===== config.mk =====
export PLATFORM = sky130hd
export DESIGN_NAME = readout_scan_ctrl
export DESIGN_NICKNAME = d
export VERILOG_FILES = /design/src/rtl/readout_scan_ctrl.sv
export SDC_FILE = /design/constraint.sdc
export NUM_CORES = 1
export LEC_CHECK = 0
export BUFFER_PORTS_ARGS = -buffer_cell sky130_fd_sc_hd__buf_4
export CORE_ASPECT_RATIO = 1.25
export CORE_MARGIN = 2
export CORE_UTILIZATION = 44
export CTS_CLUSTER_SIZE = 12
export DETAILED_ROUTE_END_ITERATION = 8
export GPL_ROUTABILITY_DRIVEN = 1
export HOLD_SLACK_MARGIN = 0.03
export PLACE_DENSITY = 0.77
export SYNTH_ARGS = -nofsm -noshare
export SYNTH_HDL_FRONTEND = slang
export SYNTH_SLANG_ARGS = --single-unit

===== constraint.sdc =====
create_clock -name CLK -period 1.7 [get_ports CLK]
set_input_delay 0.17 -clock CLK [delete_from_list [all_inputs] [get_ports CLK]]
set_output_delay 0.17 -clock CLK [all_outputs]
set_load 0.005 [all_outputs]

===== src/rtl/readout_scan_ctrl.sv =====
// Readout sequencer: scans (sample, channel, chip) words of one event, one FIFO read per accepted word.
// Optional READOUT_EVT_CNT_EN adds a 16-bit completed-event counter output EVT_CNT.
module readout_scan_ctrl #(
  parameter  int NCHIP  = 5,
  parameter  int NCHAN  = 16,
  parameter  int SAMP_W = 7,
  localparam int CHIP_W = (NCHIP > 1) ? $clog2(NCHIP) : 1,
  localparam int CHAN_W = (NCHAN > 1) ? $clog2(NCHAN) : 1
) (
  input  logic              CLK,
  input  logic              RST,
  input  logic              RDY,
  input  logic              JTAG_MODE,
  input  logic              ABORT,
  input  logic [SAMP_W-1:0] SAMP_MAX,
  input  logic              DS_RDY,
  output logic              RDENA,
  output logic [CHIP_W-1:0] CHIP,
  output logic [CHAN_W-1:0] CHAN,
  output logic [SAMP_W-1:0] SAMP,
  output logic              FIRST_WORD,
  output logic              LAST_WORD,
  output logic              BUSY,
  output logic              EVT_DONE
`ifdef READOUT_EVT_CNT_EN
  ,
  output logic [15:0]       EVT_CNT
`endif
);

  typedef enum logic [1:0] {
    S_IDLE = 2'd0,
    S_READ = 2'd1,
    S_DONE = 2'd2
  } state_t;

  state_t            state, state_nx;
  logic [CHIP_W-1:0] chip_r;
  logic [CHAN_W-1:0] chan_r;
  logic [SAMP_W-1:0] samp_r;
  logic [SAMP_W-1:0] smax_r;

  logic start_ok;
  logic chip_end, chan_end, samp_end, final_w;
  logic rdena, load, clr;

  assign start_ok = RDY && !JTAG_MODE && !ABORT;
  assign chip_end = (chip_r == CHIP_W'(NCHIP - 1));
  assign chan_end = (chan_r == CHAN_W'(NCHAN - 1));
  assign samp_end = (samp_r == smax_r);
  assign final_w  = chip_end && chan_end && samp_end;

  // ABORT outranks every other transition in READ and DONE
  always_comb begin
    state_nx = state;
    rdena    = 1'b0;
    load     = 1'b0;
    clr      = 1'b0;
    case (state)
      S_IDLE: begin
        if (start_ok) begin
          state_nx = S_READ;
          load     = 1'b1;
          clr      = 1'b1;
        end
      end
      S_READ: begin
        if (ABORT) begin
          state_nx = S_IDLE;
          clr      = 1'b1;
        end else if (DS_RDY) begin
          rdena = 1'b1;
          if (final_w) begin
            state_nx = S_DONE;
            clr      = 1'b1;
          end
        end
      end
      S_DONE: begin
        if (ABORT) begin
          state_nx = S_IDLE;
          clr      = 1'b1;
        end else if (start_ok) begin
          state_nx = S_READ;
          load     = 1'b1;
          clr      = 1'b1;
        end else begin
          state_nx = S_IDLE;
        end
      end
      default: begin
        state_nx = S_IDLE;
        clr      = 1'b1;
      end
    endcase
  end

  always_ff @(posedge CLK or posedge RST) begin
    if (RST) begin
      state  <= S_IDLE;
      chip_r <= '0;
      chan_r <= '0;
      samp_r <= '0;
      smax_r <= '0;
    end else begin
      state <= state_nx;
      if (load) smax_r <= SAMP_MAX;
      if (clr) begin
        chip_r <= '0;
        chan_r <= '0;
        samp_r <= '0;
      end else if (rdena) begin
        // chip innermost, then channel, then sample
        if (!chip_end) begin
          chip_r <= chip_r + CHIP_W'(1);
        end else begin
          chip_r <= '0;
          if (!chan_end) begin
            chan_r <= chan_r + CHAN_W'(1);
          end else begin
            chan_r <= '0;
            samp_r <= samp_r + SAMP_W'(1);
          end
        end
      end
    end
  end

  assign RDENA      = rdena;
  assign CHIP       = chip_r;
  assign CHAN       = chan_r;
  assign SAMP       = samp_r;
  assign FIRST_WORD = rdena && (chip_r == '0) && (chan_r == '0) && (samp_r == '0);
  assign LAST_WORD  = rdena && final_w;
  assign BUSY       = (state == S_READ) || (state == S_DONE);
  assign EVT_DONE   = (state == S_DONE) && !ABORT;

`ifdef READOUT_EVT_CNT_EN
  logic [15:0] evt_cnt_r;

  always_ff @(posedge CLK or posedge RST) begin
    if (RST) evt_cnt_r <= '0;
    else if (EVT_DONE) evt_cnt_r <= evt_cnt_r + 16'd1;
  end

  assign EVT_CNT = evt_cnt_r;
`endif

endmodule


==> results.sh <==
export IMPL_critPathLaunchType="flop"
export IMPL_rsz0062_at_grt="true"
export IMPL_overflow=0
export IMPL_leakagePower_uw=0.00101
export IMPL_antennaDiodeCount=0
export IMPL_viasPerCell=5.27
export IMPL_antenna_found_initial=0
export IMPL_grt_pass1_wl_um=6090
export IMPL_fin_worst_skew_ns=0.00645
export IMPL_synth_top_cells_by_count="dfrtp_1 (23), inv_1 (12), nor2_2 (11), ha_1 (10), a21oi_1 (8)"
export IMPL_grt_usage_pct=23.4
export IMPL_n_fill_cell=228
export IMPL_crit_type="reg -> out"
export IMPL_final_core_utilization_pct=68.8
export IMPL_fin_setup_tns_ns=-2.89
export IMPL_io_buffers=31
export IMPL_ant_nets=0
export IMPL_clock_fmax_ghz=0.523
export IMPL_synthArstFlopShare_pct=100
export IMPL_critPathSlowestCell="dfrtp_1"
export IMPL_grt_pass1_vias=1293
export IMPL_drv_cap=0
export IMPL_setup_viol=18
export IMPL_pin_count=32
export IMPL_core_area_um2=3140
export IMPL_drc_errors=0
export IMPL_ys_top_cells_by_area="dfrtp_1 (41%), ha_1 (8.9%), mux2_2 (5.6%)"
export IMPL_whs_ns=0.123
export IMPL_ys_types=34
export IMPL_ys_flop_type="dfrtp_1"
export IMPL_cp_cell_sequence="inv_2 -> ha_4 -> nand3_4 -> or3_4 -> nor4_4 -> buf_4 -> buf_6"
export IMPL_clock_latency_ns=0.27
export IMPL_place_ws_ns=-0.135
export IMPL_syn_area_per_cell_um2=10.4
export IMPL_tightest_slew_ns=0.346
export IMPL_wire_per_inst_um=16.0
export IMPL_synth_cells=136
export IMPL_final_max_slew_viol_count=0
export IMPL_drtPass1Iterations=4
export IMPL_dp_hpwl_um=2670
export IMPL_area_growth_pct=52.8
export IMPL_cts_made_buffers=3
export IMPL_vdd_drop_max_mv=0.793
export IMPL_clkSlewWorstSetupHoldPaths_ns=0.09
export IMPL_grt_max_degree=24
export IMPL_netlist_area_um2=1410
export IMPL_clock_sinks=23
export IMPL_clockRootBuffer="clkbuf_8"
export IMPL_nets=232
export IMPL_synth_top_area_share_pct=40.8
export IMPL_fin_crit_ns=1.91
export IMPL_initial_core_util_pct=45.0
export IMPL_violations="negative setup slack"
export IMPL_arrival_ns=1.74
export IMPL_row_count=23
export IMPL_critical_path_max_stage_delay_ns=0.41
export IMPL_finalHoldViolCount=0
export IMPL_wl_um=3920
export IMPL_drive_above_1_share_pct=53.8
export IMPL_synth_seq_cells=23
export IMPL_p_total_uw=1840
export IMPL_synth_seq_area_share_pct=40.8
export IMPL_critPathRequiredTime_ns=1.53
export IMPL_status="complete, but fails checks"
export IMPL_critPathCaptureType="output port"
export IMPL_clock_path_buffers=2
export IMPL_period_share_pct=112
export IMPL_vias=1291
export IMPL_ys_warn_count=0
export IMPL_hp_class="in -> reg"
export IMPL_synth_edff_count=0
export IMPL_die_w_um=54.7
export IMPL_dieArea_um2=3680
export IMPL_place_congestion=0.893
export IMPL_h_tree_depth=1
export IMPL_cts_tree="done"
export IMPL_max_slew_margin_rel_pct=76.9
export IMPL_p_per_area_nw_per_um2=851
export IMPL_syn_nets=159
export IMPL_post_synth_top_area_cell="dfrtp_1"
export IMPL_cp_max_fo=2
export IMPL_die_y_um=67.3
export IMPL_fin_ws_ns=-0.212
export IMPL_synth_most_common_cell="dfrtp_1"
export IMPL_drtIter0Drc=61
final timing paths:
| kind | from | slack (ns) | endpoint | depth (start not counted) |
|---|---|---|---|---|
| worst max-delay path | CHIP[1]$_DFFE_PP0P_ | -0.21 | LAST_WORD | 7 |
| worst min-delay path | SAMP_MAX[2] | 0.12 | smax_r[2]$_DFFE_PP0P_ | 2 |
| worst max register to register | CHIP[1]$_DFFE_PP0P_ | -0.19 | state[1]$_DFFE_PP0P_ | 9 |
| min in group asynchronous | RST | 0.50 | smax_r[2]$_DFFE_PP0P_ | 4 |
| worst min register to register | smax_r[4]$_DFFE_PP0P_ | 0.54 | smax_r[4]$_DFFE_PP0P_ | 1 |
| max in group asynchronous | RST | 0.96 | CHAN[0]$_DFFE_PP0P_ | 4 |
cell usage in the layout (no fill, tap or decap), types with 2 or more instances in the layout:
master	instances
a21oi_1	6
a21oi_2	2
a31o_4	2
and3_1	2
buf_4	64
buf_6	4
clkbuf_8	3
dfrtp_1	23
ha_1	7
ha_4	3
inv_1	8
inv_2	4
mux2_2	7
nand2_1	6
nand2b_1	2
nand3_4	2
nand4_1	5
nor2_1	5
nor2_2	9
nor2_4	2
nor2b_1	2
nor4b_2	2
o21ai_0	5
xnor2_1	7
xor2_1	7
layer usage:
metal / vias to the layer above / wire, um / global-route usage (%) / part of all wire (%)
met2: 31 / 2110 / 39.3 / 54
met1: 630 / 1620 / 28.7 / 41
met3: 9 / 108 / 3.98 / 2.8
li1: 621 / - / - / -
met4: 0 / 78 / 10.0 / 2.0
met5: - / 0 / 0 / 0
area by class of cell:
| class | count | area [um^2] | share of cell area (%) |
|---|---|---|---|
| Clock buffer | 4 | 45.0 | 2.09 |
| Inverter | 12 | 45.0 | 2.09 |
| Sequential cell | 23 | 576 | 26.7 |
| Tap cell | 37 | 46.3 | 2.15 |
| Multi-Input combinational cell | 100 | 910 | 42.2 |
| Timing Repair Buffer | 69 | 536 | 24.8 |
critical path: cells and delay by family (launching register included):
| family | cells | cell delay (ns) |
|---|---|---|
| adder cells (fa/ha/maj) | 1 | 0.14 |
| AND/OR/NAND/NOR | 3 | 0.58 |
| flip-flops | 1 | 0.41 |
| buffers and inverters | 3 | 0.33 |
cell families (layout without fill, tap and decap cells):
family | count (synthesis) | after routing | share of synthesized area [%]
simple gates | 47 | 47 | 20.8
flops | 23 | 23 | 40.8
compound gates | 20 | 21 | 9.58
xor+xnor | 14 | 14 | 8.69
buf+inv | 14 | 85 | 4.96
fa+ha+maj | 10 | 10 | 8.87
mux | 8 | 8 | 6.29
timing repair:
| action | 4_1_cts | 5_1_grt |
|---|---|---|
| pin swaps | 7 | 11 |
| setup endpoints to repair | 19 | 26 |
| hold endpoints to repair | 23 | 0 |
| gates resized for setup | 21 | 8 |
| hold buffers | 1 | 0 |
| cloned | 1 | 0 |
| setup buffers | 7 | 6 |
registers in the layout (all words and copies together), names as in the netlist:
register,count
SAMP,7
smax_r,7
CHAN,4
CHIP,3
state,2
stage by stage:
step,instances,area [um^2]
finish,245,2160
global route,245,2160
CTS,239,2080
detailed placement,226,1860
global placement,226,1860
floorplan,136,1420
power breakdown:
part           switching, uW  total (uW)  internal (uW)
Combinational            369         770            401
Sequential              69.6         714            644
Clock                    185         352            168
Power figures use the tool's default switching activity.
